`config.mk`:
```
export PLATFORM = sky130hd
export DESIGN_NAME = simple_ctrl
export DESIGN_NICKNAME = d
export VERILOG_FILES = /design/src/rtl/simple_ctrl_pkg.sv /design/src/rtl/simple_regfile.sv /design/src/rtl/simple_ctrl.sv
export SDC_FILE = /design/constraint.sdc
export NUM_CORES = 1
export LEC_CHECK = 0
export ABC_AREA = 1
export CAP_MARGIN = 5
export CORE_UTILIZATION = 53
export DETAILED_ROUTE_END_ITERATION = 7
export GPL_ROUTABILITY_DRIVEN = 0
export GPL_TIMING_DRIVEN = 0
export PLACE_DENSITY = 0.92
export SYNTH_ARGS = -nofsm -noshare
export SYNTH_HDL_FRONTEND = slang
export SYNTH_HIERARCHICAL = 1
export SYNTH_SLANG_ARGS = --single-unit
```
`constraint.sdc`:
```
create_clock -name clk -period 2 [get_ports clk]
set_input_delay 0.4 -clock clk [delete_from_list [all_inputs] [get_ports clk]]
set_output_delay 0.4 -clock clk [all_outputs]
set_load 0.1 [all_outputs]
```
`src/rtl/simple_ctrl_pkg.sv`:
```
// rtl/simple_ctrl_pkg.sv - shared constants and types for the simple CPU control unit
// Purpose: opcode and ALU select encodings, FSM state type, instruction-length helper.
// Ports: none (package).
package simple_ctrl_pkg;

   localparam int NUM_REGS = 4;

   localparam logic [3:0] OP_NOP  = 4'h0;
   localparam logic [3:0] OP_ADD  = 4'h1;
   localparam logic [3:0] OP_SUB  = 4'h2;
   localparam logic [3:0] OP_AND  = 4'h3;
   localparam logic [3:0] OP_NOT  = 4'h4;
   localparam logic [3:0] OP_MOV  = 4'h5;
   localparam logic [3:0] OP_LDI  = 4'h6;
   localparam logic [3:0] OP_JMP  = 4'h7;
   localparam logic [3:0] OP_JZ   = 4'h8;
   localparam logic [3:0] OP_JC   = 4'h9;
   localparam logic [3:0] OP_HALT = 4'hF;

   localparam logic [3:0] ALU_ADD   = 4'b1001;
   localparam logic [3:0] ALU_SUB   = 4'b0110;
   localparam logic [3:0] ALU_AND   = 4'b1011;
   localparam logic [3:0] ALU_NOT   = 4'b0101;
   localparam logic [3:0] ALU_MOV_A = 4'b1100;

   typedef enum logic [1:0] {
      ST_FETCH = 2'd0,
      ST_IMM   = 2'd1,
      ST_EXEC  = 2'd2,
      ST_HALT  = 2'd3
   } state_t;

   // Opcodes 6..9 carry an immediate byte after the instruction byte.
   function automatic logic is_two_byte(input logic [3:0] op);
      return (op == OP_LDI) || (op == OP_JMP) || (op == OP_JZ) || (op == OP_JC);
   endfunction

endpackage

```
`src/rtl/simple_regfile.sv`:
```
// rtl/simple_regfile.sv - 4x8 register file with two read ports and a debug port
// Purpose: operand storage for the control unit.
// Ports: clk, rst (sync, active-high); ra_sel/ra_data, rb_sel/rb_data (combinational reads);
//        dbg_sel/dbg_data (combinational debug read); we/wa/wd (synchronous write).
module simple_regfile
   import simple_ctrl_pkg::*;
#(
   parameter int NREGS = NUM_REGS
) (
   input  logic       clk,
   input  logic       rst,
   input  logic [1:0] ra_sel,
   output logic [7:0] ra_data,
   input  logic [1:0] rb_sel,
   output logic [7:0] rb_data,
   input  logic [1:0] dbg_sel,
   output logic [7:0] dbg_data,
   input  logic       we,
   input  logic [1:0] wa,
   input  logic [7:0] wd
);

   logic [7:0] regs_q [NREGS];
   logic [7:0] regs_d [NREGS];

   always_comb begin
      regs_d = regs_q;
      if (we) regs_d[wa] = wd;
   end

   always_ff @(posedge clk) begin
      if (rst) begin
         for (int i = 0; i < NREGS; i++) regs_q[i] <= 8'h00;
      end else begin
         regs_q <= regs_d;
      end
   end

   assign ra_data  = regs_q[ra_sel];
   assign rb_data  = regs_q[rb_sel];
   assign dbg_data = regs_q[dbg_sel];

endmodule

```
`src/rtl/simple_ctrl.sv`:
```
// rtl/simple_ctrl.sv - multi-cycle sequencer driving the simple CPU ALU
// Purpose: fetches 1/2-byte instructions over req/ack, drives the ALU, writes back, latches flags.
// Ports: clk, rst (sync, active-high); imem_req/imem_addr/imem_ack/imem_data (instruction fetch);
//        alu_m/alu_s/alu_a/alu_b out, alu_t/alu_cf/alu_zf in (ALU);
//        pc, cf, zf, halted (status); dbg_sel/dbg_data (register debug read).
// Option: SIMPLE_CTRL_STEP_EN adds input step; each fetch then waits for an armed step pulse.
module simple_ctrl
   import simple_ctrl_pkg::*;
#(
   parameter int         NREGS    = NUM_REGS,
   parameter logic [7:0] RESET_PC = 8'h00
) (
   input  logic       clk,
   input  logic       rst,
`ifdef SIMPLE_CTRL_STEP_EN
   input  logic       step,
`endif
   output logic       imem_req,
   output logic [7:0] imem_addr,
   input  logic       imem_ack,
   input  logic [7:0] imem_data,
   output logic       alu_m,
   output logic [3:0] alu_s,
   output logic [7:0] alu_a,
   output logic [7:0] alu_b,
   input  logic [7:0] alu_t,
   input  logic       alu_cf,
   input  logic       alu_zf,
   output logic [7:0] pc,
   output logic       cf,
   output logic       zf,
   output logic       halted,
   input  logic [1:0] dbg_sel,
   output logic [7:0] dbg_data
);

   state_t     state_q, state_d;
   logic [7:0] pc_q, pc_d;
   logic [7:0] ir_q, ir_d;
   logic [7:0] imm_q, imm_d;
   logic       cf_q, cf_d;
   logic       zf_q, zf_d;
   logic       req_q, req_d;
   logic       halted_q, halted_d;
   logic       fetch_go;

   logic [7:0] rf_ra, rf_rb, rf_wd;
   logic       rf_we;

   logic [3:0] op;
   logic [1:0] rd, rs;

   assign op = ir_q[7:4];
   assign rd = ir_q[3:2];
   assign rs = ir_q[1:0];

`ifdef SIMPLE_CTRL_STEP_EN
   logic armed_q, armed_d;
   // A pulse in any state arms the next fetch; EXEC consumes the arm unless a pulse lands in it.
   assign fetch_go = armed_q | step;
   assign armed_d  = step | (armed_q & (state_q != ST_EXEC));
`else
   assign fetch_go = 1'b1;
`endif

   simple_regfile #(.NREGS(NREGS)) u_regfile (
      .clk      (clk),
      .rst      (rst),
      .ra_sel   (rs),
      .ra_data  (rf_ra),
      .rb_sel   (rd),
      .rb_data  (rf_rb),
      .dbg_sel  (dbg_sel),
      .dbg_data (dbg_data),
      .we       (rf_we),
      .wa       (rd),
      .wd       (rf_wd)
   );

   always_comb begin
      state_d  = state_q;
      pc_d     = pc_q;
      ir_d     = ir_q;
      imm_d    = imm_q;
      cf_d     = cf_q;
      zf_d     = zf_q;
      req_d    = req_q;
      halted_d = halted_q;
      rf_we    = 1'b0;
      rf_wd    = alu_t;
      alu_m    = 1'b0;
      alu_s    = 4'b0000;
      alu_a    = 8'h00;
      alu_b    = 8'h00;

      case (state_q)
         // req_q low here is the mandatory idle gap between requests.
         ST_FETCH: begin
            if (!req_q) begin
               req_d = fetch_go;
            end else if (imem_ack) begin
               ir_d    = imem_data;
               pc_d    = pc_q + 8'd1;
               req_d   = 1'b0;
               state_d = is_two_byte(imem_data[7:4]) ? ST_IMM : ST_EXEC;
            end
         end
         ST_IMM: begin
            if (!req_q) begin
               req_d = 1'b1;
            end else if (imem_ack) begin
               imm_d   = imem_data;
               pc_d    = pc_q + 8'd1;
               req_d   = 1'b0;
               state_d = ST_EXEC;
            end
         end
         ST_EXEC: begin
            alu_a   = rf_ra;
            alu_b   = rf_rb;
            state_d = ST_FETCH;
            case (op)
               OP_ADD: begin
                  alu_m = 1'b1;  alu_s = ALU_ADD;  rf_we = 1'b1;
                  cf_d  = alu_cf; zf_d = alu_zf;
               end
               OP_SUB: begin
                  alu_m = 1'b1;  alu_s = ALU_SUB;  rf_we = 1'b1;
                  cf_d  = alu_cf; zf_d = alu_zf;
               end
               OP_AND: begin alu_m = 1'b1; alu_s = ALU_AND;   rf_we = 1'b1; end
               OP_NOT: begin alu_m = 1'b1; alu_s = ALU_NOT;   rf_we = 1'b1; end
               OP_MOV: begin alu_m = 1'b0; alu_s = ALU_MOV_A; rf_we = 1'b1; end
               OP_LDI: begin rf_we = 1'b1; rf_wd = imm_q; end
               // Not-taken branches need nothing: pc already advanced past the immediate.
               OP_JMP: pc_d = imm_q;
               OP_JZ:  if (zf_q) pc_d = imm_q;
               OP_JC:  if (cf_q) pc_d = imm_q;
               OP_HALT: begin
                  state_d  = ST_HALT;
                  halted_d = 1'b1;
               end
               default: ;
            endcase
         end
         ST_HALT: ;
         default: state_d = ST_FETCH;
      endcase
   end

   always_ff @(posedge clk) begin
      if (rst) begin
         state_q  <= ST_FETCH;
         pc_q     <= RESET_PC;
         ir_q     <= 8'h00;
         imm_q    <= 8'h00;
         cf_q     <= 1'b0;
         zf_q     <= 1'b0;
         req_q    <= 1'b0;
         halted_q <= 1'b0;
`ifdef SIMPLE_CTRL_STEP_EN
         armed_q  <= 1'b0;
`endif
      end else begin
         state_q  <= state_d;
         pc_q     <= pc_d;
         ir_q     <= ir_d;
         imm_q    <= imm_d;
         cf_q     <= cf_d;
         zf_q     <= zf_d;
         req_q    <= req_d;
         halted_q <= halted_d;
`ifdef SIMPLE_CTRL_STEP_EN
         armed_q  <= armed_d;
`endif
      end
   end

   assign imem_req  = req_q;
   assign imem_addr = pc_q;
   assign pc        = pc_q;
   assign cf        = cf_q;
   assign zf        = zf_q;
   assign halted    = halted_q;

endmodule
```
==> results.sh <==
export IMPL_synthesis_nets=666
export IMPL_crit_path_start_kind="flip-flop"
export IMPL_drive_above_1_share=0.241
export IMPL_timing_hold_worst_path_depth=2
export IMPL_timing_hold_worst_class="reg2reg"
export IMPL_cap_violations=0
export IMPL_cts_tree="yes"
export IMPL_timing_setup_critical_path_class="reg2out"
export IMPL_cts_max_path_buffers=2
export IMPL_fin_crit_sh=1.03
export IMPL_postRouteAntennaNets=0
export IMPL_synth_seq_cells=62
export IMPL_slew_headroom=0.355
export IMPL_setup_ws_ps=-64.9
export IMPL_finalWirelength_um=13200
export IMPL_grt_pass1_wl_um=20100
export IMPL_path_cells="inv_6, ha_4, buf_12, buf_6, inv_4, nor3_4, buf_12"
export IMPL_final_period_minus_worst_setup_slack_ps=2060
export IMPL_max_stage_delay_ps=370
export IMPL_timing_setup_tns_ps=-82.6
export IMPL_postSynthCellCount=637
export IMPL_worst_slew_pin_transition_ps=971
export IMPL_gr_usage_all_layers=0.333
export IMPL_mean_area_per_synthesized_cell_um2=6.26
export IMPL_routed_via_density=5.63
export IMPL_irDropWorstVdd_mv=1.18
export IMPL_finish_cell_count_without_fillers=838
export IMPL_final_max_slew_violation_count=0
export IMPL_final_setup_viol_count=4
export IMPL_cp_data_arrival_time_ps=1660
export IMPL_fp_row_count=31
export IMPL_critPathMostFrequentCell="sky130_fd_sc_hd__buf_12"
export IMPL_skew_ps=13.6
export IMPL_chipHeight_um=88.8
export IMPL_filler_cell_count=465
export IMPL_synth_area_um2=3990
export IMPL_result_of_the_run="complete, but fails checks"
export IMPL_fp_coreArea_um2=7250
export IMPL_crit_fanout=6
export IMPL_final_hold_slack_ps=470
export IMPL_layout_area_overhead_vs_synth_pct=41.9
export IMPL_port_buffers=70
export IMPL_grt_start_max_net_pins=12
export IMPL_cp_end_kind="output port"
export IMPL_ioPinCount=72
export IMPL_synth_area_leader_cell="sky130_fd_sc_hd__dfxtp_1"
export IMPL_antenna_cells_inserted=0
export IMPL_totalPowerFinal_mw=6.22
export IMPL_synth_seq_area_share=0.311
export IMPL_first_global_vias=4341
export IMPL_clock_latency_ps=360
export IMPL_cts_max_level=3
export IMPL_die_area_um2=7880
export IMPL_drt_iter0_drc=511
export IMPL_cpMaxStageDelayCell="sky130_fd_sc_hd__dfxtp_4"
export IMPL_maxClockFrequency_mhz=484
export IMPL_grt_remaining_overflow=0
export IMPL_ff2ff_path_depth=10
export IMPL_timing_critical_path_required_ps=1600
export IMPL_cts_root_buf="sky130_fd_sc_hd__clkbuf_8"
export IMPL_grt_setup_unrepaired="true"
export IMPL_finish_utilization=0.781
export IMPL_final_net_count=763
export IMPL_power_density_nw_per_um2=1100
export IMPL_final_common_cell="sky130_fd_sc_hd__nand2_1"
export IMPL_placed_cells=806
export IMPL_synthesis_yosys_warnings=6
export IMPL_floorplan_die_width_um=88.8
export IMPL_routed_via_count=4722
export IMPL_cts_sinks=62
export IMPL_cts_reportedPaths_clkPinSlew_ps=80
export IMPL_detailed_place_hpwl_um=8570
export IMPL_initial_cell_density_of_the_core=0.550
export IMPL_initial_antenna_violation_count=0
export IMPL_drt_pass1_iter_count=5
export IMPL_mostFrequentLayoutCells="182 x sky130_fd_sc_hd__nand2_1, 76 x sky130_fd_sc_hd__nor2_1, 64 x sky130_fd_sc_hd__inv_1"
export IMPL_post_route_drc_count=0
export IMPL_netlist_top_cells_area="sky130_fd_sc_hd__dfxtp_1 31%, sky130_fd_sc_hd__nand2_1 18%, sky130_fd_sc_hd__o211ai_1 9.0%"
export IMPL_wl_per_cell_um=15.7
export IMPL_number_of_failing_hold_endpoints_at_the_final_stage=0
export IMPL_numCtsBuffers=9
export IMPL_ys_types=30
export IMPL_yosys_area_top_type_share=0.311
export IMPL_violations="negative setup slack"
export IMPL_leakage_nw=2.50
## worst max-delay path: cells and delay by family (launching register included)
kind | cells | cell delay [ps]
DFF | 1 | 370
buffers and inverters | 5 | 570
and+or+nand+nor | 1 | 190
adders and majority gates | 1 | 170
## area by class of cell
class                      count  area, um2  share of cell area
multi-input combinational    449       2330               0.411
sequential                    62       1270               0.224
timing repair buffer          88       1050               0.186
inverter                      87        387              0.0683
buffer                        37        323              0.0570
clock buffer                  11        141              0.0250
tap                           99        124              0.0219
clock inverter                 5       35.0             0.00619
## final timing paths
kind	startpoint	endpoint	slack, ps
min reg2reg	halted	halted	470
max reg2reg	state_q[0]	u_regfile/regs_q[31]	90
max	state_q[0]	alu_s[3]	-60
min	halted	halted	470
## registers in the layout, indices dropped and copies added, names as in the netlist
register,cells
ir_q,8
cf,1
imem_req,1
imem_addr,8
halted,1
zf,1
imm_q,8
u_regfile/regs_q,32
state_q,2
## synth_stat cells, drive strengths merged
library cell  number
ha                 6
o21bai             1
a31oi              3
inv               87
nand3             26
nor3               2
clkbuf            17
nand4              2
buf               22
dfxtp             62
a22oi              1
nand2            197
o21ai             36
o211ai            48
nor2              84
a21oi             43
## routing by layer
metal,up-vias,part of all wire,global-route usage,routed length [um]
met5,-,0,0,0
met4,0,0.038,0.150,497
met3,61,0.10,0.0793,1350
met2,339,0.49,0.583,6420
met1,2102,0.37,0.385,4910
li1,2220,-,-,-
## report_power, final
part / internal, mW / total (mW) / switching (mW)
Sequential: 1.41 / 1.64 / 0.235
Combinational: 1.17 / 3.56 / 2.39
Clock: 0.481 / 1.01 / 0.530
## stage by stage
| step | worst slack (ps) | instance area, um2 |
|---|---|---|
| after floorplan | -187 | 4080 |
| after global placement | -1190 | 4910 |
| after detailed placement | -1220 | 4910 |
| after CTS | -93.3 | 5460 |
| after global routing | -91.2 | 5660 |
| final | -64.9 | 5660 |
## kinds of logic after synthesis
family | Yosys count | synth area share
compound gates | 132 | 0.198
fa+ha+maj | 6 | 0.0188
buf+inv | 126 | 0.136
flops | 62 | 0.311
simple gates | 311 | 0.336
## timing repair
action	in CTS	in global routing
pin swaps	6	15
endpoints found under the setup margin	81	60
buffers inserted	7	10
hold buffers	0	0
resized for setup	332	61
gates cloned	1	0
No activity file was read; power rests on OpenSTA's default activity.
==> variant: new RTL, same flow settings <==
The 4 states of `state_t` get a one-hot encoding in 4 bits.
--- a/src/rtl/simple_ctrl_pkg.sv
+++ b/src/rtl/simple_ctrl_pkg.sv
@@ -23,11 +23,11 @@
    localparam logic [3:0] ALU_NOT   = 4'b0101;
    localparam logic [3:0] ALU_MOV_A = 4'b1100;
 
-   typedef enum logic [1:0] {
-      ST_FETCH = 2'd0,
-      ST_IMM   = 2'd1,
-      ST_EXEC  = 2'd2,
-      ST_HALT  = 2'd3
+   typedef enum logic [3:0] {
+      ST_FETCH = 4'b0001,
+      ST_IMM   = 4'b0010,
+      ST_EXEC  = 4'b0100,
+      ST_HALT  = 4'b1000
    } state_t;
 
    // Opcodes 6..9 carry an immediate byte after the instruction byte.
Function: no difference found for any inputs over 4 cycles, from zero or initial values and one cycle with rst high; so few cycles prove little.
==> variant against the unedited design <==
The run ends with DRC, setup timing left. Cell count increased by 4.4%. Cell area rose by 7.2%. Wire length increased by 61%. Total power is 3.6% higher. Global-route usage rose by 10 points. Synthesized area up 2.9%. Sequential cell count grew 2. Setup slack got worse by 0.29 ns. Critical endpoint is now dbg_data[1].
==> variant: results (changes against the unedited design) <==
- Status: complete, but fails checks
- Failing checks: DRC, setup timing
- Critical path endpoint: dbg_data[1]
- Synth unique cells: 31 (+3.3%)
- GR Util met1: 49.7% (+11 points)
- Worst reg-to-reg setup slack: -0.30 ns (-0.39 ns)
- CTS resizes: 364 (+9.6%)
- Multi-input gates: 464 (+3.3%)
- Post-CTS Setup Inserts: 12 (+5)
- Initial DRT Pass Iterations: 8 (+3)
- Drt wl/cell: 24.3 um (+54%)
- GR Util met3: 16.1% (+8.1 points)
- Cells on worst reg2reg path: 14 (+4)
- Setup WS post-layout: -0.350 ns (-0.285 ns)
- Register bit total from synthesis: 64 (+3.2%)
- TNS Setup: -8.60 ns (-8.52 ns)
- Number of fill cells in the layout: 347 (-25%)
- Inverters: 94 (+8.0%)
- Multi-input gate area: 0.00254 sq mm (+9.1%)
- Pleak: 2.72 nW (+8.8%)
- Critical path's largest stage delay: 0.33 ns (-0.04 ns)
- Drc violations: 301 (+301)
- Synth top cells by count: 184 x nand2_1, 111 x nor2_1, 87 x inv_1
- Fraction of area in multi-input gates: 41.9% (+0.70 points)
- Total GRT Usage: 43.3% (+10 points)
- Met2 Use GR: 67.2% (+8.9 points)
- Setup-failing EPs final: 57 (+53)
- Nets: 795 (+4.2%)
- Placed cell area: 0.00505 sq mm (+3.0%)
- Hold Worst Slack: 0.490 ns (+0.0207 ns)
- Slowest cell on the critical path: dlygate4sd2_1
- Sequential Area: 0.00131 sq mm (+3.1%)
- DP Worst Slack: -1.13 ns (+0.0924 ns)
-- variant: cell count changes in the layout (fill, tap and decap cells not counted), moves of 8 or more --
cell | unedited run | this run
a21oi_1 | 41 | 27
nor2_1 | 76 | 87
inv_1 | 64 | 78
clkinvlp_4 | 18 | 0
dfxtp_2 | 2 | 10
o21ai_1 | 11 | 3
nor2_4 | 5 | 26
buf_4 | 33 | 43
-- variant: power by group through the flow --
stage | registers [mW] | logic (mW) | clock network, mW
floorplan | 2.10 | 1.79 | 0
global placement | 1.63 | 2.81 | 0
detailed placement | 1.64 | 2.88 | 0
CTS | 1.64 | 3.05 | 1.16
global route | 1.68 | 3.64 | 1.23
finish | 1.67 | 3.56 | 1.21
-- variant: kinds of logic after synthesis --
logic type / share of synthesized area (%)
DFF: 31.2
AOI/OAI and AO/OA: 18.1
and+or+nand+nor: 36.4
buffers and inverters: 14.0
adders and majority gates: 0.305
